## src/rtl/osc_pkg.sv

```systemverilog
// Shared constants and readout state encoding for the oscilloscope capture readout path.
package osc_pkg;
   localparam int DEPTH   = 1024;
   localparam int AW      = 10;
   localparam int SRAM_AW = 18;

   typedef enum logic [2:0] {
      ST_IDLE,
      ST_FETCH,
      ST_LO,
      ST_HI,
      ST_DONE
   } rd_state_e;
endpackage

```

## src/rtl/osc_edge_sync.sv

```systemverilog
// Two-flop synchronizer plus rising-edge pulse for an asynchronous strobe.
// Pulse is valid in the cycle after the second sync flop captures the rise; no backpressure.
module osc_edge_sync (
   input  logic clk,
   input  logic rst,
   input  logic async_in,
   output logic rise_pls
);
   logic meta_q, meta_d;
   logic sync_q, sync_d;
   logic hist_q, hist_d;

   always_comb begin
      meta_d = async_in;
      sync_d = meta_q;
      hist_d = sync_q;
   end

   always_ff @(posedge clk or posedge rst) begin
      if (rst) begin
         meta_q <= 1'b0;
         sync_q <= 1'b0;
         hist_q <= 1'b0;
      end else begin
         meta_q <= meta_d;
         sync_q <= sync_d;
         hist_q <= hist_d;
      end
   end

   assign rise_pls = sync_q & ~hist_q;
endmodule

```

## src/rtl/osc_readout.sv

```systemverilog
// Streams a captured ring of 16-bit SRAM words to an MCU, one byte per strobe, oldest first.
// Data_Ready rises WAIT_CYC+2 cycles after Start; the MCU paces the transfer, early strobes flag Overrun.
module osc_readout #(
   parameter int DEPTH    = osc_pkg::DEPTH,
   parameter int AW       = osc_pkg::AW,
   parameter int WAIT_CYC = 2
) (
   input  logic                        CLK,
   input  logic                        RESET,
   input  logic                        Start,
   input  logic [AW-1:0]               Start_Add,
   input  logic                        Abort,
   input  logic                        MCU_Read,
   output logic [7:0]                  MCU_Data,
   output logic                        Data_Ready,
   output logic                        Read_Done,
   output logic                        Overrun,
   output logic [osc_pkg::SRAM_AW-1:0] SRAM_Add,
   input  logic [15:0]                 SRAM_Data,
   output logic                        SRAM_OE_n,
   output logic                        SRAM_WE_n
);
   import osc_pkg::*;

   localparam logic [AW-1:0] CNT_LAST = AW'(DEPTH - 1);
   localparam logic [3:0]    WAIT_LAT = 4'(WAIT_CYC - 1);
   localparam logic [3:0]    WAIT_END = 4'(WAIT_CYC);

   rd_state_e     state_q, state_d;
   logic [AW-1:0] ptr_q, ptr_d;
   logic [AW-1:0] cnt_q, cnt_d;
   logic [3:0]    wait_q, wait_d;
   logic [15:0]   word_q, word_d;
   logic [7:0]    mcu_data_q, mcu_data_d;
   logic          data_ready_q, data_ready_d;
   logic          read_done_q, read_done_d;
   logic          overrun_q, overrun_d;
   logic          oe_n_q, oe_n_d;
   logic          rd_edge;

   osc_edge_sync u_rd_sync (
      .clk      (CLK),
      .rst      (RESET),
      .async_in (MCU_Read),
      .rise_pls (rd_edge)
   );

   always_comb begin
      state_d      = state_q;
      ptr_d        = ptr_q;
      cnt_d        = cnt_q;
      wait_d       = wait_q;
      word_d       = word_q;
      mcu_data_d   = mcu_data_q;
      data_ready_d = data_ready_q;
      read_done_d  = read_done_q;
      overrun_d    = overrun_q;
      oe_n_d       = oe_n_q;

      if (Abort) begin
         state_d      = ST_IDLE;
         wait_d       = '0;
         oe_n_d       = 1'b1;
         data_ready_d = 1'b0;
         read_done_d  = 1'b0;
      end else begin
         case (state_q)
            ST_IDLE, ST_DONE: begin
               if (rd_edge) overrun_d = 1'b1;
               if (Start) begin
                  ptr_d       = Start_Add;
                  cnt_d       = '0;
                  wait_d      = '0;
                  overrun_d   = 1'b0;
                  read_done_d = 1'b0;
                  oe_n_d      = 1'b0;
                  state_d     = ST_FETCH;
               end
            end
            ST_FETCH: begin
               if (rd_edge) overrun_d = 1'b1;
               // Word is captured on the last OE-low cycle, then presented one cycle later.
               if (wait_q == WAIT_END) begin
                  wait_d       = '0;
                  mcu_data_d   = word_q[7:0];
                  data_ready_d = 1'b1;
                  state_d      = ST_LO;
               end else begin
                  wait_d = wait_q + 4'd1;
                  if (wait_q == WAIT_LAT) begin
                     word_d = SRAM_Data;
                     oe_n_d = 1'b1;
                  end
               end
            end
            ST_LO: begin
               if (rd_edge) begin
                  mcu_data_d = word_q[15:8];
                  state_d    = ST_HI;
               end
            end
            ST_HI: begin
               if (rd_edge) begin
                  data_ready_d = 1'b0;
                  if (cnt_q == CNT_LAST) begin
                     read_done_d = 1'b1;
                     state_d     = ST_DONE;
                  end else begin
                     cnt_d   = cnt_q + 1'b1;
                     ptr_d   = ptr_q + 1'b1;
                     wait_d  = '0;
                     oe_n_d  = 1'b0;
                     state_d = ST_FETCH;
                  end
               end
            end
            default: state_d = ST_IDLE;
         endcase
      end
   end

   always_ff @(posedge CLK or posedge RESET) begin
      if (RESET) begin
         state_q      <= ST_IDLE;
         ptr_q        <= '0;
         cnt_q        <= '0;
         wait_q       <= '0;
         word_q       <= '0;
         mcu_data_q   <= '0;
         data_ready_q <= 1'b0;
         read_done_q  <= 1'b0;
         overrun_q    <= 1'b0;
         oe_n_q       <= 1'b1;
      end else begin
         state_q      <= state_d;
         ptr_q        <= ptr_d;
         cnt_q        <= cnt_d;
         wait_q       <= wait_d;
         word_q       <= word_d;
         mcu_data_q   <= mcu_data_d;
         data_ready_q <= data_ready_d;
         read_done_q  <= read_done_d;
         overrun_q    <= overrun_d;
         oe_n_q       <= oe_n_d;
      end
   end

   assign MCU_Data   = mcu_data_q;
   assign Data_Ready = data_ready_q;
   assign Read_Done  = read_done_q;
   assign Overrun    = overrun_q;
   assign SRAM_OE_n  = oe_n_q;
   assign SRAM_WE_n  = 1'b1;
   assign SRAM_Add   = {{(SRAM_AW-AW){1'b0}}, ptr_q};
endmodule

```

## config.mk

```make
export PLATFORM = sky130hd
export DESIGN_NAME = osc_readout
export DESIGN_NICKNAME = d
export VERILOG_FILES = /design/src/rtl/osc_pkg.sv /design/src/rtl/osc_edge_sync.sv /design/src/rtl/osc_readout.sv
export SDC_FILE = /design/constraint.sdc
export NUM_CORES = 1
export LEC_CHECK = 0
export CORE_MARGIN = 2
export CORE_UTILIZATION = 40
export DETAILED_ROUTE_END_ITERATION = 16
export PLACE_DENSITY = 0.69
export SYNTH_ARGS = -nofsm -noshare
export SYNTH_HDL_FRONTEND = slang
export SYNTH_SLANG_ARGS = --single-unit
```

## constraint.sdc

```tcl
create_clock -name CLK -period 3.88 [get_ports CLK]
set_clock_uncertainty 0.05 [all_clocks]
set_input_delay 0.388 -clock CLK [delete_from_list [all_inputs] [get_ports CLK]]
set_output_delay 0.388 -clock CLK [all_outputs]
set_load 0.01 [all_outputs]
```

======== Yosys cells after proc, flatten, opt, wreduce, memory -nomap -nowiden ========
Index checks and enable logic that the tools add are counted.
word-level totals
  bits in writable memories ............... 0
  bits in latches ......................... 0
  bits in read-only memories .............. 0
  bits in registers ....................... 58
  memories kept ........................... 0
  bits of input ports ..................... 31
  output and inout bits ................... 31
operators by class
  bitwise gates (word level) .............. 4
  div/mod/pow operators ................... 0
  reductions and logical operators ........ 17
  multipliers ............................. 0
  shifts and indexed selects .............. 0
  multiplexer cells ....................... 42
  equal/unequal tests ..................... 20
  add/sub/neg operators ................... 3
  magnitude comparators ................... 0
operator list
  operator               number
  $mux 10                6
  $pmux 10 s2            2
  $ne 3x3->1 const B     8
  $add 10x1->10 const B  2
  $mux 4                 5
  $reduce_and 4->1       5
  $mux 3                 6
  $mux 8                 2
  $pmux 8 s2             1
  $mux 1                 14
  $pmux 3 s4             1
  $pmux 4 s3             1
  $eq 10x10->1 const B   1
  $ne 2x2->1 const B     5
  $eq 3x2->1 const B     2
  $pmux 1 s2             3
  $reduce_and 6->1       1
  $reduce_bool 2->1      3
  $reduce_bool 3->1      2
  $reduce_and 5->1       1
  $add 4x1->4 const B    1
  $eq 4x1->1 const B     1
  $eq 4x2->1 const B     1
  $reduce_bool 4->1      1
  9 further kinds        11

======== Longest topological paths before layout ========
Gate-level depths: netlist (run 1).
  depth in word-level cells ............... 5
  depth in mapped cells ................... 8

======== Modules after synthesis ========
Synthesis (run 1) repeated with hierarchy kept, for this count alone.
unflattened totals
  cells, all modules ...................... 285
  area total of the unflattened synthesis .. 3106.7 um^2
by module, submodules not included
  module         cells an instance  area each (um^2)  times used
  osc_readout    280                3014.1            1
  osc_edge_sync  5                  92.6              1

======== Least setup slack after synthesis (run 1) ========
No wires, ideal clock.
  kind .................................... register to register
  start ................................... reg cnt_q[0]
  end ..................................... reg ptr_q[0]
  slack ................................... 1.954 ns
  required time ........................... 3.706 ns
  arrival time ............................ 1.752 ns
  period minus slack after synthesis ...... 1.926 ns
  stages on the path, launching flop included .. 8
  cell sequence ........................... dfrtp_1 -> ha_1 -> nand4_1 -> or4_4 -> o211ai_2 -> buf_6 -> nor3_1 -> a211o_1
on the way
  cells in the longest elaborated chain, start to end .. 3
RTL lines
  item                        RTL line            source
  from (decl)                 osc_readout.sv:31   logic [AW-1:0] cnt_q, cnt_d;
  from (signal assigned)      osc_readout.sv:137  cnt_q <= cnt_d;
  $eq 10x10->1                osc_readout.sv:105  if (cnt_q == CNT_LAST) begin
  $ne 2x2->1 (no line)        n/a
  $reduce_and 5->1 (no line)  n/a
  to (signal assigned)        osc_readout.sv:136  ptr_q <= ptr_d;
  to (decl)                   osc_readout.sv:30   logic [AW-1:0] ptr_q, ptr_d;
Every way passes these cells.
A chain may end at the register's enable or synchronous reset.

======== Worst setup path in the final report (run 1) ========
  start ................................... reg state_q[1]
  end ..................................... reg ptr_q[0]
on the way
  cells in the longest elaborated chain, start to end .. 4
  elaborated cells between the ends (all ways) .. 10
  those cells by class .................... 5 x eq/ne; 1 x mux; 4 x reduce/logical
RTL lines
  item                                                       RTL line            source
  from (decl)                                                osc_readout.sv:29   rd_state_e state_q, state_d;
  from (signal assigned)                                     osc_readout.sv:135  state_q <= state_d;
  $eq 3x3->1 or $logic_not 3->1 (tied branches)              osc_readout.sv:67   case (state_q)
  $reduce_or 2->1                                            osc_readout.sv:67
  $ne 2x2->1 (no line) or $reduce_bool 2->1 (tied branches)  n/a
  $reduce_and 5->1 (no line)                                 n/a
Parallel ways exist; a longest one is shown, timed or not.

==> results of run 1 <==
[worst min path at each step]
stage / from / endpoint / slack [ns] / cells past startpoint
floorplan: u_rd_sync.meta_q / u_rd_sync.hist_d / 0.28 / 0
global placement: u_rd_sync.meta_q / u_rd_sync.hist_d / 0.29 / 0
detailed placement: u_rd_sync.meta_q / u_rd_sync.hist_d / 0.29 / 0
CTS: u_rd_sync.meta_q / u_rd_sync.hist_d / 0.30 / 0
global route: u_rd_sync.meta_q / u_rd_sync.hist_d / 0.32 / 0
finish: u_rd_sync.meta_q / u_rd_sync.hist_d / 0.30 / 0
[cells by family (layout without fill, tap and decap cells)]
logic type                 after synthesis  in the layout  synth area share (%)
and+or+nand+nor                        101            101                  17.5
adders and majority gates                2              2                 0.833
DFF                                     58             58                  48.4
muxes                                   26             26                  10.6
buffers and inverters                   32             79                  6.66
other                                    2              9                 0.250
AOI/OAI and AO/OA                       81             81                  15.8
[flip-flops by register name (all words and copies together), names as in the netlist, 3 cells and up]
register and count:
word_q 16, cnt_q 10, ptr_q 10, MCU_Data 8
wait_q 4, state_q 3
[cell usage after synthesis (all sizes together) (5+ instances only)]
cell type	count
dfrtp	57
o21ai	36
nand2	32
nor2	23
a21oi	20
buf	20
mux2	17
mux2i	9
nand3	9
inv	7
nor3	7
nand2b	6
nand4	6
a31oi	5
clkbuf	5
[metrics by stage]
stage / instances / hold WS, ns / util [%]
6_report: 455 / 0.301 / 51.9
3_5_place_dp: 439 / 0.288 / 48.7
3_3_place_gp: 439 / 0.286 / 48.7
5_1_grt: 455 / 0.324 / 51.9
2_1_floorplan: 309 / 0.281 / -
4_1_cts: 455 / 0.304 / 51.9
[power by group]
group,switching [mW],leakage [nW],internal (mW)
Sequential,0.182,0.743,0.804
Clock,0.262,0.106,0.365
Combinational,0.361,0.768,0.462
[area by class of cell]
class | count | area, um2
Fill cell | 658 | 3490
Multi-Input combinational cell | 219 | 1380
Clock inverter | 7 | 101
Timing Repair Buffer | 56 | 551
Inverter | 7 | 26.3
Clock buffer | 9 | 124
Sequential cell | 58 | 1450
Tap cell | 99 | 124
[metal layers]
metal,share of wire [%],track usage [%],wire (um)
met5,0,0,0
met4,1.8,8.46,116
met3,3.6,2.25,225
met2,49,26.1,3070
met1,46,21.2,2870
==> impl_metrics.ini, run 1 <==
[worst_setup_path]
timing.critical_path.fanout_max = 24
startpoint_type = register
r2r-end = ptr_q[0]
critical_path.cell_chain = nand3b_4 > or4_4 > o211ai_2 > buf_4 > nor3_1 > a211o_1
cpMaxStageDelayCell = dfrtp_1
path_class = reg -> reg
reg2reg_setup_slack_ns = 1.40
cp_num_cells = 6
critical_path_required_ns = 4.05
path_delay_family = simple AND/OR/NAND/NOR gates
endpoint_kind = register
cp_data_arrival_time_ns = 2.65
critical_path_buffers_and_inverters = 1
crit_start = state_q[1]
reg2reg_depth = 6
max_stage_delay_ns = 0.59
critical_path_end = ptr_q[0]
worst_reg2reg_path_startpoint = state_q[1]

[placement]
post-dp-hpwl_um = 4420
numPortBuffers = 52
dp_slack_ns = 1.09
post_dp_cell_area_mm2 = 0.00354
gp_congestion = 0.858

[route]
postRouteWirelength_um = 6280
post_drt_wl_per_cell_um = 13.8
drt-initial-drc-count = 118
dr.pass1.iters = 4
via_per_inst = 5.16
final_antenna_net_count = 0
drt_drc_violations_left = 0
dr_total_vias = 2346

[final_layout]
drive_gt1_share_pct = 13.5
commonest_cells_after_routing_fill_and_taps_aside = dfrtp_1 (57), clkdlybuf4s50_1 (52), o21ai_0 (36)
design_area_mm2 = 0.00376
most_frequent_standard_cell_in_the_layout_excluding_fill_and_tap_cells = dfrtp_1
insertedDiodeCount = 0
final_net_count = 384
area.growth.synth_to_final_pct = 25.2

[clock_network]
cts_root_buffer = clkbuf_8
cts_repair_resize_count = 0
path_clk_slew_ns = 0.07
cts-htree-levels = 3
cts_inserted_buffers = 9
cts-hold-fix-buffers = 0
clk_latency_ns = 0.33
post_cts_setup_buffers = 0
ctsLongestPathBuffers = 2
cts_tree = built
clkSinkCount = 58

[timing]
f_max_mhz = 403
fin_setup_tns_ns = 0
finalMaxSlewViolations = 0
layout_setup_ws_ns = 1.40
clock_period_minus_worst_slack_ns = 2.48
timing_hold_violations_final = 0
worst_slew_pin_slew_ns = 1.04
unrepaired_setup_endpoints_after_global_routing = false
final-setup-viol-count = 0
maxSlewHeadroom_pct = 30.1
post-route-period-util_pct = 63.9

[synthesis]
synthDominantCellAreaShare_pct = 47.5
yosys_warnings = 0
post_synth_instance_area_mm2 = 0.00300
post_synth_num_cell_types = 49
synth_top_area_cell = dfrtp_1
synthCells = 302
synth_top_cells_by_area = dfrtp_1 (47%), o21ai_0 (6.0%), mux2_4 (5.0%)
ys_ff_latch = 58
syn_area_per_cell_um2 = 9.95
yosys_most_used_dff = dfrtp_1
sequential_share_of_the_synthesized_area_pct = 48.4
synth-edff-count = 0
async_reset_ff_share_pct = 100

[die]
design.core.area_mm2 = 0.00725
row_count = 31
pin_count = 62
die_w_um = 90.7
design.die.area_mm2 = 0.00822
initial_core_utilization_pct = 41.4
dieHeight_um = 90.7

[grt]
antenna_found_initial = 0
global_route.usage.total_pct = 16.2
pin_count_of_the_biggest_net_entering_global_routing = 39
grt_pass1_wl_um = 10700
first_global_vias = 2317
globalRoute.totalOverflow = 0

[power_and_ir_drop]
power.density_cell_area_mw_per_mm2 = 648
fin_total_pwr_mw = 2.44
max-vdd-ir-drop_uv = 305
total_leakage_power_nw = 1.62

[flow_run]
max-cap-violations = 0

[outcome]
run_status = complete, no violations

[worst_hold_path]
worstHoldPathType = reg -> reg
No activity file was read; power rests on OpenSTA's default activity.
==> inputs of run 2 (changes only) <==
- PLACE_DENSITY: 0.69 -> 0.71
- clock period: 3.88 -> 2.05 ns (I/O delays scaled with it)
==> run 2 against run 1 <==
Against the previous run: first-iteration DRC count up 75%; register-to-register slack worse by 1.3 ns; setup slack worse by 1.3 ns; clock power up 72%; cell count up 5.9%; fmax up 26%; worst hold slack worse by 0.20 ns.
==> impl_metrics.ini, run 2 (synthesis results as in run 1) <==
[die]
design.core.area_mm2 = 0.00725
pin_count = 62
design.die.area_mm2 = 0.00822
initial_core_utilization_pct = 41.4
dieHeight_um = 90.7
die_w_um = 90.7
row_count = 31

[timing]
final-setup-viol-count = 0
post-route-period-util_pct = 96.1
fin_worst_hold_slack_ns = 0.0998
fin_setup_tns_ns = 0
unrepaired_setup_endpoints_after_global_routing = true
timing_hold_violations_final = 0
layout_setup_ws_ns = 0.0810
finalMaxSlewViolations = 0
clock_period_minus_worst_slack_ns = 1.97
f_max_mhz = 508

[outcome]
run_status = complete, no violations

[worst_setup_path]
path_class = reg -> reg
cp_data_arrival_time_ns = 2.15
reg2reg_setup_slack_ns = 0.08
endpoint_kind = register
startpoint_type = register
critical_path_required_ns = 2.23
timing.critical_path.fanout_max = 8

[power_and_ir_drop]
combPwrFrac_pct = 37.8
max-vdd-ir-drop_uv = 543
fin_total_pwr_mw = 4.70
power.density_cell_area_mw_per_mm2 = 1180
share_seq_of_total_power_pct = 39.3
total_leakage_power_nw = 1.75
internal_power_mw = 3.14
power_switching_share_pct = 33.2
clock_power_share_pct = 22.9
net-switching-power_mw = 1.56

[grt]
grt_pass1_wl_um = 11400
pin_count_of_the_biggest_net_entering_global_routing = 43
global_route.usage.total_pct = 17.1
antenna_found_initial = 0
globalRoute.totalOverflow = 0
first_global_vias = 2435

[final_layout]
area.growth.synth_to_final_pct = 32.4
reg_with_most_ffs = word_q
area_of_all_sequential_standard_cells_mm2 = 0.00145
multiInputGateArea_mm2 = 0.00139
drive_gt1_share_pct = 19.6
final_net_count = 411
instances_no_fill = 482
largest_registers = word_q: 16 flops, cnt_q: 10 flops, ptr_q: 10 flops
largest_reg_flops = 16
most_frequent_standard_cell_in_the_layout_excluding_fill_and_tap_cells = dfrtp_1
finish.utilization_pct = 54.8
design_area_mm2 = 0.00398
commonest_cells_after_routing_fill_and_taps_aside = dfrtp_1 (57), clkdlybuf4s50_1 (52), o21ai_0 (36)
filler_cell_count = 655
insertedDiodeCount = 0

[route]
drt-initial-drc-count = 207
via_per_inst = 5.12
dr_total_vias = 2467
final_antenna_net_count = 0
post_drt_wl_per_cell_um = 13.9
dr.pass1.iters = 4
postRouteWirelength_um = 6680
drt_drc_violations_left = 0

[placement]
dp_slack_ns = -0.0156
numPortBuffers = 52
post_dp_cell_area_mm2 = 0.00375
gp_congestion = 0.881
dp.cells = 465
post-dp-hpwl_um = 4830

[worst_hold_path]
worstHoldPathType = in -> async

[clock_network]
cts_inserted_buffers = 9
path_clk_slew_ns = 0.07
clkSinkCount = 58
ctsLongestPathBuffers = 2
clk_latency_ns = 0.35
cts-htree-levels = 3
cts_root_buffer = clkbuf_8
cts-hold-fix-buffers = 0
cts_tree = built

[flow_run]
max-cap-violations = 0
==> run 2: per-layer routing <==
| layer | GRT usage (%) | part of all wire (%) |
|---|---|---|
| met2 | 26.1 | 49 |
| met4 | 8.97 | 2.4 |
| met3 | 2.50 | 2.9 |
| met5 | 0 | 0 |
| met1 | 23.7 | 46 |
==> run 2: final timing paths <==
check | start | end | cells past startpoint
worst max-delay path | cnt_q[1] | ptr_q[6] | 7
worst min-delay path | RESET | word_q[0] | 2
worst max register to register | cnt_q[1] | ptr_q[6] | 7
worst min register to register | u_rd_sync.meta_q | u_rd_sync.hist_d | 0
max in group asynchronous | RESET | SRAM_OE_n | 3
min in group CLK | MCU_Read | u_rd_sync.meta_q | 1
==> run 2: layout make-up <==
class | count | area share, %
multi-input cells | 219 | 35.0
repair buffers | 83 | 19.6
flip-flops and latches | 58 | 36.5
inverters | 7 | 0.661
well taps | 99 | 3.12
clock inverters | 6 | 1.67
clock buffers | 10 | 3.46
==> run 2: worst max-delay path, stage by stage (launching register included) <==
cell      delay (ns)
dfrtp_1         0.35
ha_1            0.21
nand4_1         0.15
or4_4           0.53
o211ai_4        0.15
buf_4           0.20
a21oi_1         0.04
o22a_1          0.18
==> run 2: power groups by stage <==
stage          Sequential (mW)  Clock (mW)  Combinational [mW]
3_5_place_dp              1.86           0                1.76
3_3_place_gp              1.85           0                1.71
4_1_cts                   1.85        1.09                1.77
6_report                  1.85        1.08                1.77
5_1_grt                   1.91        1.14                1.96
2_1_floorplan             1.85           0               0.966
==> run 2: timing repair <==
action / in CTS / in global routing
endpoints found under the setup margin: 0 / 19
gates resized for setup: 0 / 2
setup buffers: 0 / 1
